<file path="src/rtl/alu_mul_seq_pkg.sv">
// Shared ALU control words and multiplier sequencer state encodings.
package alu_mul_seq_pkg;

   // Control word bit order: {zx, nx, zy, ny, f, no}
   localparam logic [5:0] OP_ZERO = 6'b101010;
   localparam logic [5:0] OP_X    = 6'b001100;
   localparam logic [5:0] OP_Y    = 6'b110000;
   localparam logic [5:0] OP_ADD  = 6'b000010;
   localparam logic [5:0] OP_XMY  = 6'b010011;
   localparam logic [5:0] OP_AND  = 6'b000000;

   typedef enum logic [2:0] {
      StIdle  = 3'd0,
      StCheck = 3'd1,
      StAdd   = 3'd2,
      StDbl   = 3'd3,
      StDone  = 3'd4
   } state_t;

endpackage

</file>
<file path="src/rtl/alu_mul_seq_alu.sv">
// Hack-style combinational ALU: zx/nx/zy/ny/f/no control with zr/ng flags.
module alu_mul_seq_alu #(
   parameter int unsigned WIDTH = 16
) (
   input  logic [WIDTH-1:0] x,
   input  logic [WIDTH-1:0] y,
   input  logic [5:0]       ctrl,
   output logic [WIDTH-1:0] out,
   output logic             zr,
   output logic             ng
);

   logic [WIDTH-1:0] x_z, x_n, y_z, y_n, f_out;

   assign x_z   = ctrl[5] ? '0 : x;
   assign x_n   = ctrl[4] ? ~x_z : x_z;
   assign y_z   = ctrl[3] ? '0 : y;
   assign y_n   = ctrl[2] ? ~y_z : y_z;
   assign f_out = ctrl[1] ? (x_n + y_n) : (x_n & y_n);
   assign out   = ctrl[0] ? ~f_out : f_out;
   assign zr    = (out == '0);
   assign ng    = out[WIDTH-1];

endmodule

</file>
<file path="src/rtl/alu_mul_seq.sv">
// Sequential shift-and-add multiplier driving a single Hack ALU from an FSM.
// Optional sticky overflow flag and port enabled by defining ALU_MUL_OVF_EN.
module alu_mul_seq
   import alu_mul_seq_pkg::*;
#(
   parameter int unsigned WIDTH = 16
) (
   input  logic             clk,
   input  logic             reset,
   input  logic             start,
   input  logic [WIDTH-1:0] a,
   input  logic [WIDTH-1:0] b,
   output logic             busy,
   output logic             done,
   output logic [WIDTH-1:0] product
`ifdef ALU_MUL_OVF_EN
   ,
   output logic             ovf
`endif
);

   state_t           state_q, state_d;
   logic [WIDTH-1:0] a_q, a_d;
   logic [WIDTH-1:0] m_q, m_d;
   logic [WIDTH-1:0] p_q, p_d;
   logic [WIDTH-1:0] product_q, product_d;

   logic [WIDTH-1:0] alu_x, alu_y, alu_out;
   logic [5:0]       alu_ctrl;
   logic             alu_zr;
   logic             unused_alu_ng;

   alu_mul_seq_alu #(
      .WIDTH(WIDTH)
   ) u_alu (
      .x    (alu_x),
      .y    (alu_y),
      .ctrl (alu_ctrl),
      .out  (alu_out),
      .zr   (alu_zr),
      .ng   (unused_alu_ng)
   );

   // ALU operand/control mux selected by state
   always_comb begin
      alu_x    = '0;
      alu_y    = '0;
      alu_ctrl = OP_ZERO;
      unique case (state_q)
         StCheck: begin
            alu_x    = m_q;
            alu_ctrl = OP_X;
         end
         StAdd: begin
            alu_x    = p_q;
            alu_y    = a_q;
            alu_ctrl = OP_ADD;
         end
         StDbl: begin
            alu_x    = a_q;
            alu_y    = a_q;
            alu_ctrl = OP_ADD;
         end
         default: ;
      endcase
   end

   always_comb begin
      state_d   = state_q;
      a_d       = a_q;
      m_d       = m_q;
      p_d       = p_q;
      product_d = product_q;
      unique case (state_q)
         StIdle: begin
            if (start) begin
               a_d     = a;
               m_d     = b;
               p_d     = '0;
               state_d = StCheck;
            end
         end
         StCheck: begin
            if (alu_zr)      state_d = StDone;
            else if (m_q[0]) state_d = StAdd;
            else             state_d = StDbl;
         end
         StAdd: begin
            p_d     = alu_out;
            state_d = StDbl;
         end
         StDbl: begin
            a_d     = alu_out;
            m_d     = m_q >> 1;
            state_d = StCheck;
         end
         StDone: begin
            product_d = p_q;
            state_d   = StIdle;
         end
         default: state_d = StIdle;
      endcase
   end

   always_ff @(posedge clk) begin
      if (reset) begin
         state_q   <= StIdle;
         a_q       <= '0;
         m_q       <= '0;
         p_q       <= '0;
         product_q <= '0;
      end else begin
         state_q   <= state_d;
         a_q       <= a_d;
         m_q       <= m_d;
         p_q       <= p_d;
         product_q <= product_d;
      end
   end

   assign busy    = (state_q != StIdle);
   assign done    = (state_q == StDone);
   assign product = product_q;

`ifdef ALU_MUL_OVF_EN
   logic ovf_q, ovf_d;

   // Sticky: carry out of an add, or doubling drops a bit while multiplier bits remain
   always_comb begin
      ovf_d = ovf_q;
      if (state_q == StIdle && start) begin
         ovf_d = 1'b0;
      end else if (state_q == StAdd && alu_out < p_q) begin
         ovf_d = 1'b1;
      end else if (state_q == StDbl && a_q[WIDTH-1] && (|m_q[WIDTH-1:1])) begin
         ovf_d = 1'b1;
      end
   end

   always_ff @(posedge clk) begin
      if (reset) ovf_q <= 1'b0;
      else       ovf_q <= ovf_d;
   end

   assign ovf = ovf_q;
`endif

endmodule

</file>
<file path="config.mk">
export PLATFORM = sky130hd
export DESIGN_NAME = alu_mul_seq
export DESIGN_NICKNAME = d
export VERILOG_FILES = /design/src/rtl/alu_mul_seq_pkg.sv /design/src/rtl/alu_mul_seq_alu.sv /design/src/rtl/alu_mul_seq.sv
export SDC_FILE = /design/constraint.sdc
export NUM_CORES = 1
export LEC_CHECK = 0
export ABC_AREA = 1
export BUFFER_PORTS_ARGS = -buffer_cell sky130_fd_sc_hd__buf_2
export CAP_MARGIN = 20
export CORE_MARGIN = 1
export CORE_UTILIZATION = 53
export DETAILED_ROUTE_END_ITERATION = 10
export GPL_TIMING_DRIVEN = 0
export PLACE_DENSITY = 0.79
export REMOVE_ABC_BUFFERS = 1
export SLEW_MARGIN = 20
export SYNTH_ARGS = -nofsm -noshare
export SYNTH_HDL_FRONTEND = slang
export SYNTH_SLANG_ARGS = --single-unit
</file>
<file path="constraint.sdc">
create_clock -name clk -period 2.8 [get_ports clk]
set_clock_uncertainty 0.15 [all_clocks]
set_input_delay 0.42 -clock clk [delete_from_list [all_inputs] [get_ports clk]]
set_output_delay 0.42 -clock clk [all_outputs]
set_load 0.005 [all_outputs]
</file>
; Word level (Yosys, flattened, before mapping)
; Index checks and enable logic that the tools add are counted.
; Widths: inputs -> output; s select.
[classes]
n_eq_ne = 5
n_bitwise = 4
n_addsub = 1
n_reduce_logical = 8
muxes = 19
[ops]
columns = cell, count
row1 = $mux 16, 10
row2 = $pmux 16 s2, 3
row3 = $not 16->16, 3
row4 = $pmux 16 s3, 1
row5 = $add 16x16->16, 1
row6 = $and 16x16->16, 1
row7 = $logic_not 16->1, 1
row8 = $pmux 3 s4, 1
row9 = $pmux 6 s2, 1
row10 = $eq 3x2->1 const B, 2
row11 = $mux 3, 2
row12 = $reduce_and 2->1, 2
row13 = $reduce_bool 2->1, 2
row14 = $eq 3x1->1 const B, 1
row15 = $eq 3x3->1 const B, 1
row16 = $logic_not 3->1, 1
row17 = $reduce_bool 3->1, 1
row18 = $ne 2x2->1 const B, 1
row19 = $reduce_or 2->1, 1
row20 = $mux 1, 1
[word_totals]
wordCells = 42
output_inout_bits = 18
inputBits = 35
ff_bits = 67

; Longest topological paths before layout
[depth]
depth_word = 13
ltp_mapped = 23
mapped_depth_nobuf = 21

; Modules after synthesis
; Synthesis repeated with hierarchy kept, for this count alone.
[unflattened]
hier_cells = 973
hier_area_um2 = 5729.2
[modules_own_cells]
columns = module, cells_each, area_each_um2, instances, seq_area_each_um2
row1 = alu_mul_seq, 550, 3606.0, 1, 1341.3
row2 = alu_mul_seq_alu, 423, 2123.3, 1, 0.0

; Worst setup path after synthesis
; Ideal clock, no wire load.
[synth_path]
path_type = register to register
startpoint = register state_q[2]
endpoint = register state_q[1]
slack_ps = -273
arrival_time_ps = 2791
stages_incl_launch_ff = 20
synth_period_minus_slack_ps = 3073
n_path_buf = 2
setup_time_ps = 132
t_required_ps = 2518
cell_sequence = dfxtp_1 inv_2 nand2_4 buf_2 clkbuf_1 nand2_1 ha_1 fa_1 nand2_1 nand2_1 nand3_1 nand2_1 nand2_1 nand2_1 o21ai_0 nand2_1 nor3_1 nand3_1 nand2_1 a21oi_1
[synth_via]
elab_chain_cells = 13
word_cells_on_any_way = 23
cone_classes = add/sub: 1 / eq/ne: 4 / mux: 11 / bitwise: 4 / reduce/logical: 3
[synth_lines]
columns = item, line_no
row1 = "start, declared", alu_mul_seq.sv:22  ; state_t state_q, state_d;
row2 = "start signal, assigned", alu_mul_seq.sv:107  ; state_q <= StIdle;
row3 = "start signal, assigned", alu_mul_seq.sv:113  ; state_q <= state_d;
row4 = $eq 3x2->1, "alu_mul_seq.sv:49, alu_mul_seq.sv:74"
row5 = $reduce_or 2->1 (no line), -
row6 = $pmux 6 s2 or $mux 16 (tied branches), alu_mul_seq.sv:49  ; unique case (state_q)
row7 = $mux 16 (on tied branches), "alu_mul_seq_alu.sv:15, alu_mul_seq_alu.sv:17"
row8 = $not 16->16 (on tied branches), "alu_mul_seq_alu.sv:16, alu_mul_seq_alu.sv:18"
row9 = $mux 16 (on tied branches), "alu_mul_seq_alu.sv:16, alu_mul_seq_alu.sv:18"
row10 = $add 16x16->16 or $and 16x16->16 (tied branches), alu_mul_seq_alu.sv:19  ; assign f_out = ctrl[1] ? (x_n + y_n) : (x_n & y_n);
row11 = $mux 16, alu_mul_seq_alu.sv:19
row12 = $not 16->16, alu_mul_seq_alu.sv:20  ; assign out = ctrl[0] ? ~f_out : f_out;
row13 = $mux 16, alu_mul_seq_alu.sv:20
row14 = $logic_not 16->1, alu_mul_seq_alu.sv:21  ; assign zr = (out == '0);
row15 = $mux 3, alu_mul_seq.sv:84  ; if (alu_zr) state_d = StDone;
row16 = $pmux 3 s4, alu_mul_seq.sv:74  ; unique case (state_q)
; Parallel ways exist; a longest one is shown, timed or not.
; A chain may end at the register's enable or synchronous reset.

; Final worst setup path
[layout_path]
startpoint = register state_q[1]
endpoint = register state_q[0]
; The elaborated chain is that of the path after synthesis.

==> summary.md <==
| Metric | Value |
|---|---|
| Status | finished with violations |
| Failing checks | negative setup slack |
| Commonest cells post-synth | 184 x nand2_1, 90 x inv_1, 67 x dfxtp_1, 56 x nor2_1, 50 x o21ai_0 |
| Synth Area in Simple Gates | 0.302 |
| Asr flop ratio synth | 0 |
| Clock power share | 0.266 |
| ANT cells | 0 |
| Syn_area_per_cell | 6.38 um^2 |
| Crit path launch | state_q[1] |
| GPL Wtd Cong | roughly 0.95 |
| Largest family of logic cells by synthesized area | simple AND/OR/NAND/NOR gates |
| Die width | 91.0 um |
| CTS tree | yes |
| Fill count | between 600 and 700 |
| NetSw | between 1 and 1.5 mW |
| Switching Share | 0.390 |
| Final period utilization | 1.13 |
| CP max-delay cell | fa_2 |
| Largest net degree at the start of global routing | 42 |
| CP Data Required Time | a little under 3 ns |
| P&R area growth vs syn | 27.1% |
| Worst-margin pin slew | 0.668 ns |
| Port buffer count | 52 |
| Row cnt | 32 |
| Number of flops mapped to enable cells by yosys | 0 |
| Peak Freq | approximately 0.32 GHz |
| Pleak | between 2 and 2.5 nW |
| GRT Total Usage | 0.337 |
| Vias in the first global route | around 4.5k |
| Buf+Inv Stages, Crit Path | 3 |
| Synth Area in Compound Gates | 0.203 |
| Final worst setup slack | -0.360 ns |
| XOR/XNOR Fraction of Synth Area | 0 |
| H-tree levels | 3 |
| Nets | 782 |
| Worst EP arrival | 3.27 ns |
| Antenna violations before repair | 0 |
| RSZ-0062 raised after global routing | yes |
| Total power divided by cell area | roughly 530 nW/um^2 |
| Clk root buf | clkbuf_8 |
| Leading area contributor after synthesis | dfxtp_1 |
| Ports | between 50 and 60 |
| Sequential share of the synthesized area | 0.320 |
| DP Cell Count | around 800 |
| DRC violations left | 0 |
| Synthesis Warnings | 0 |
| Post-Layout Cell Count | roughly 840 |
| Adder-Cell Fraction of Synth Area | 0.0525 |
| Min-Delay Startpoint | a[13] |
| Total gr overflow | 0 |
| Final ANT Viol Nets | 0 |
| Reg power frac | 0.380 |
| Max FO, Critical Path | 5 |
| Slew Limit Headroom | 0.554 |
| Worst reg2reg path depth | 20 |
| Pins Over Slew Limit | 0 |
| First-pass GRT wire length | 21,700 um |
| Fraction of layout cells with a size suffix above 1 | 0.271 |
| 1st-pass router iterations | 7 |
| Top cell type's share of synthesized area | 0.320 |
| Comb power frac | 0.353 |
| Critical-path cell list | inv_6, nor3_4, buf_6, buf_8, a22oi_2, o21ai_2, ha_4, fa_2, nand2_2, nand2_2, nand3_4, nand2_4, nand2_2, nand2_2, o21ai_2, nand2_1, nor3_2, nand3_2, nand2_1, a21oi_2 |
| Clk_lat worst skew | 0.36 ns |
| Clock transition at path regs | about 0.08 ns |
| Hpwl dp | slightly above 8000 um |
| CP startpoint kind | flip-flop |
| FF+latch count, synth | 67 |
| Dpl ws | -1.33 ns |
| Worst setup path class | reg2reg |
| Multiplexer area fraction after synthesis | 0 |
| Int Pwr | approximately 1.7 mW |
| Starting Density | 0.546 |
| Most numerous cell in the Yosys netlist | nand2_1 |
| Worst r2r src | state_q[1] |
| Core area | roughly 7700 um^2 |
| Top cell by count, worst path | nand2_2 |
| Tmin final | roughly 3.2 ns |
| Vias | a little under 5k |
| Mapped Area | 4190 um^2 |
| Worst Hold Depth | 3 |
| Final Hold Fails | 0 |
| Drt initial violations | between 300 and 400 |
| Maximum VDD drop | 0.506 mV |
| Synth area leaders | dfxtp_1 32%, nand2_1 16%, inv_1 8.1% |
| Count of different cell masters after synthesis | 36 |
| Main synth FF type | dfxtp_1 |
| Reg2reg setup slack | -0.36 ns |
| Crit path depth | 20 |
| TritonCTS buffer count | 9 |
| Routed WL | around 15,000 um |
| Maxcap violations | 0 |
| Die Area | just over 8000 um^2 |
| Worst min path class | in2reg |
| Top delay family on crit path | simple AND/OR/NAND/NOR gates |
| CP endpoint kind | flip-flop |
| CTS Sinks | 67 |
| Clock tree buffer depth | 2 |
| Vias per cell | 5.92 |
| Setup violators final | 7 |
| Synth Instances | roughly 660 |
| Routed wire per std cell | between 15 and 20 um |
| Slowest stage delay, CP | around 0.42 ns |
| Die height | 91.0 um |
-- power by group through the flow --
stage,logic [mW],clock network [mW],registers (mW)
final,0.998,0.752,1.07
after global routing,1.08,0.786,1.08
after CTS,0.843,0.756,1.07
after detailed placement,0.707,0,1.10
after global placement,0.686,0,1.09
after floorplan,0.512,0,1.08
-- worst reg2reg max path: stages (launching register included) --
cell and delay [ns]:
dfxtp_4 0.37, inv_6 0.07, nor3_4 0.04, buf_6 0.13, buf_8 0.13, a22oi_2 0.19
o21ai_2 0.10, ha_4 0.19, fa_2 0.42, nand2_2 0.11, nand2_2 0.07, nand3_4 0.08
nand2_4 0.07, nand2_2 0.07, nand2_2 0.07, o21ai_2 0.18, nand2_1 0.12, nor3_2 0.19
nand3_2 0.13, nand2_1 0.13, a21oi_2 0.06
-- logic make-up (layout without fill, tap and decap cells) --
logic type,after synthesis,in the layout
AOI/OAI and AO/OA,143,143
adders and majority gates,17,17
buffers and inverters,127,201
DFF,67,67
and+or+nand+nor,303,307
-- cells in the final DEF, fill, tap and decap left out, types with 4 or more instances in the layout --
| cell type | Yosys | final |
|---|---|---|
| a21oi_1 | 47 | 42 |
| a21oi_2 | 0 | 5 |
| a22oi_1 | 14 | 11 |
| a31oi_1 | 7 | 7 |
| buf_2 | 8 | 53 |
| buf_4 | 1 | 25 |
| buf_6 | 3 | 6 |
| clkbuf_8 | 0 | 10 |
| clkinvlp_4 | 0 | 6 |
| dfxtp_1 | 67 | 64 |
| ha_1 | 16 | 10 |
| inv_1 | 90 | 85 |
| inv_2 | 6 | 7 |
| nand2_1 | 184 | 158 |
| nand2_2 | 0 | 25 |
| nand3_1 | 46 | 37 |
| nand3_2 | 0 | 8 |
| nor2_1 | 56 | 49 |
| nor2_2 | 1 | 5 |
| nor2_4 | 1 | 4 |
| o21ai_0 | 50 | 32 |
| o21ai_1 | 1 | 13 |
| o21ai_2 | 1 | 7 |
| o221ai_1 | 17 | 17 |
-- metrics by stage --
step	util	setup TNS [ns]	cell area, um^2	total power, mW	hold slack, ns
6_report	0.693	-1.21	5330	2.82	0.172
5_1_grt	0.693	-2.46	5330	2.95	0.200
4_1_cts	0.650	-0.123	5000	2.67	0.164
3_5_place_dp	0.579	-35.99	4450	1.80	0.316
3_3_place_gp	0.577	-61.64	4430	1.78	0.307
2_1_floorplan	-	-16.40	4050	1.59	0.291
-- path summary, 6_finish.rpt --
kind,endpoint
min reg2reg,p_q[13]
max reg2reg,state_q[0]
max,state_q[0]
min,a_q[13]
-- state kept, by name (all words and copies together), names as in the netlist --
register and flops:
a_q 16, p_q 16, state_q 3, product 16, m_q 16
-- area by class of cell --
class | count | area, um^2 | share of cell area
repair buffers | 87 | 581 | 0.109
multi-input cells | 467 | 2700 | 0.506
well taps | 102 | 128 | 0.0239
flip-flops and latches | 67 | 1350 | 0.254
repair inverters | 1 | 7.51 | 0.00141
inverters | 97 | 384 | 0.0721
clock buffers | 10 | 138 | 0.0258
clock inverters | 6 | 41.3 | 0.00775
-- timing repair --
action / 4_1_cts / 5_1_grt
gates resized for setup: 57 / 64
hold buffers: 0 / 0
buffers inserted: 18 / 14
setup endpoints to repair: 52 / 39
pin swaps: 19 / 32
cloned: 5 / 2
-- routing by layer --
| layer | up-vias | GRT usage | wire [um] |
|---|---|---|---|
| met2 | 282 | 0.566 | 6930 |
| li1 | 2301 | - | - |
| met4 | 0 | 0.185 | 746 |
| met5 | - | 0 | 0 |
| met3 | 72 | 0.0561 | 1200 |
| met1 | 2301 | 0.409 | 5680 |
Power figures use the tool's default switching activity.
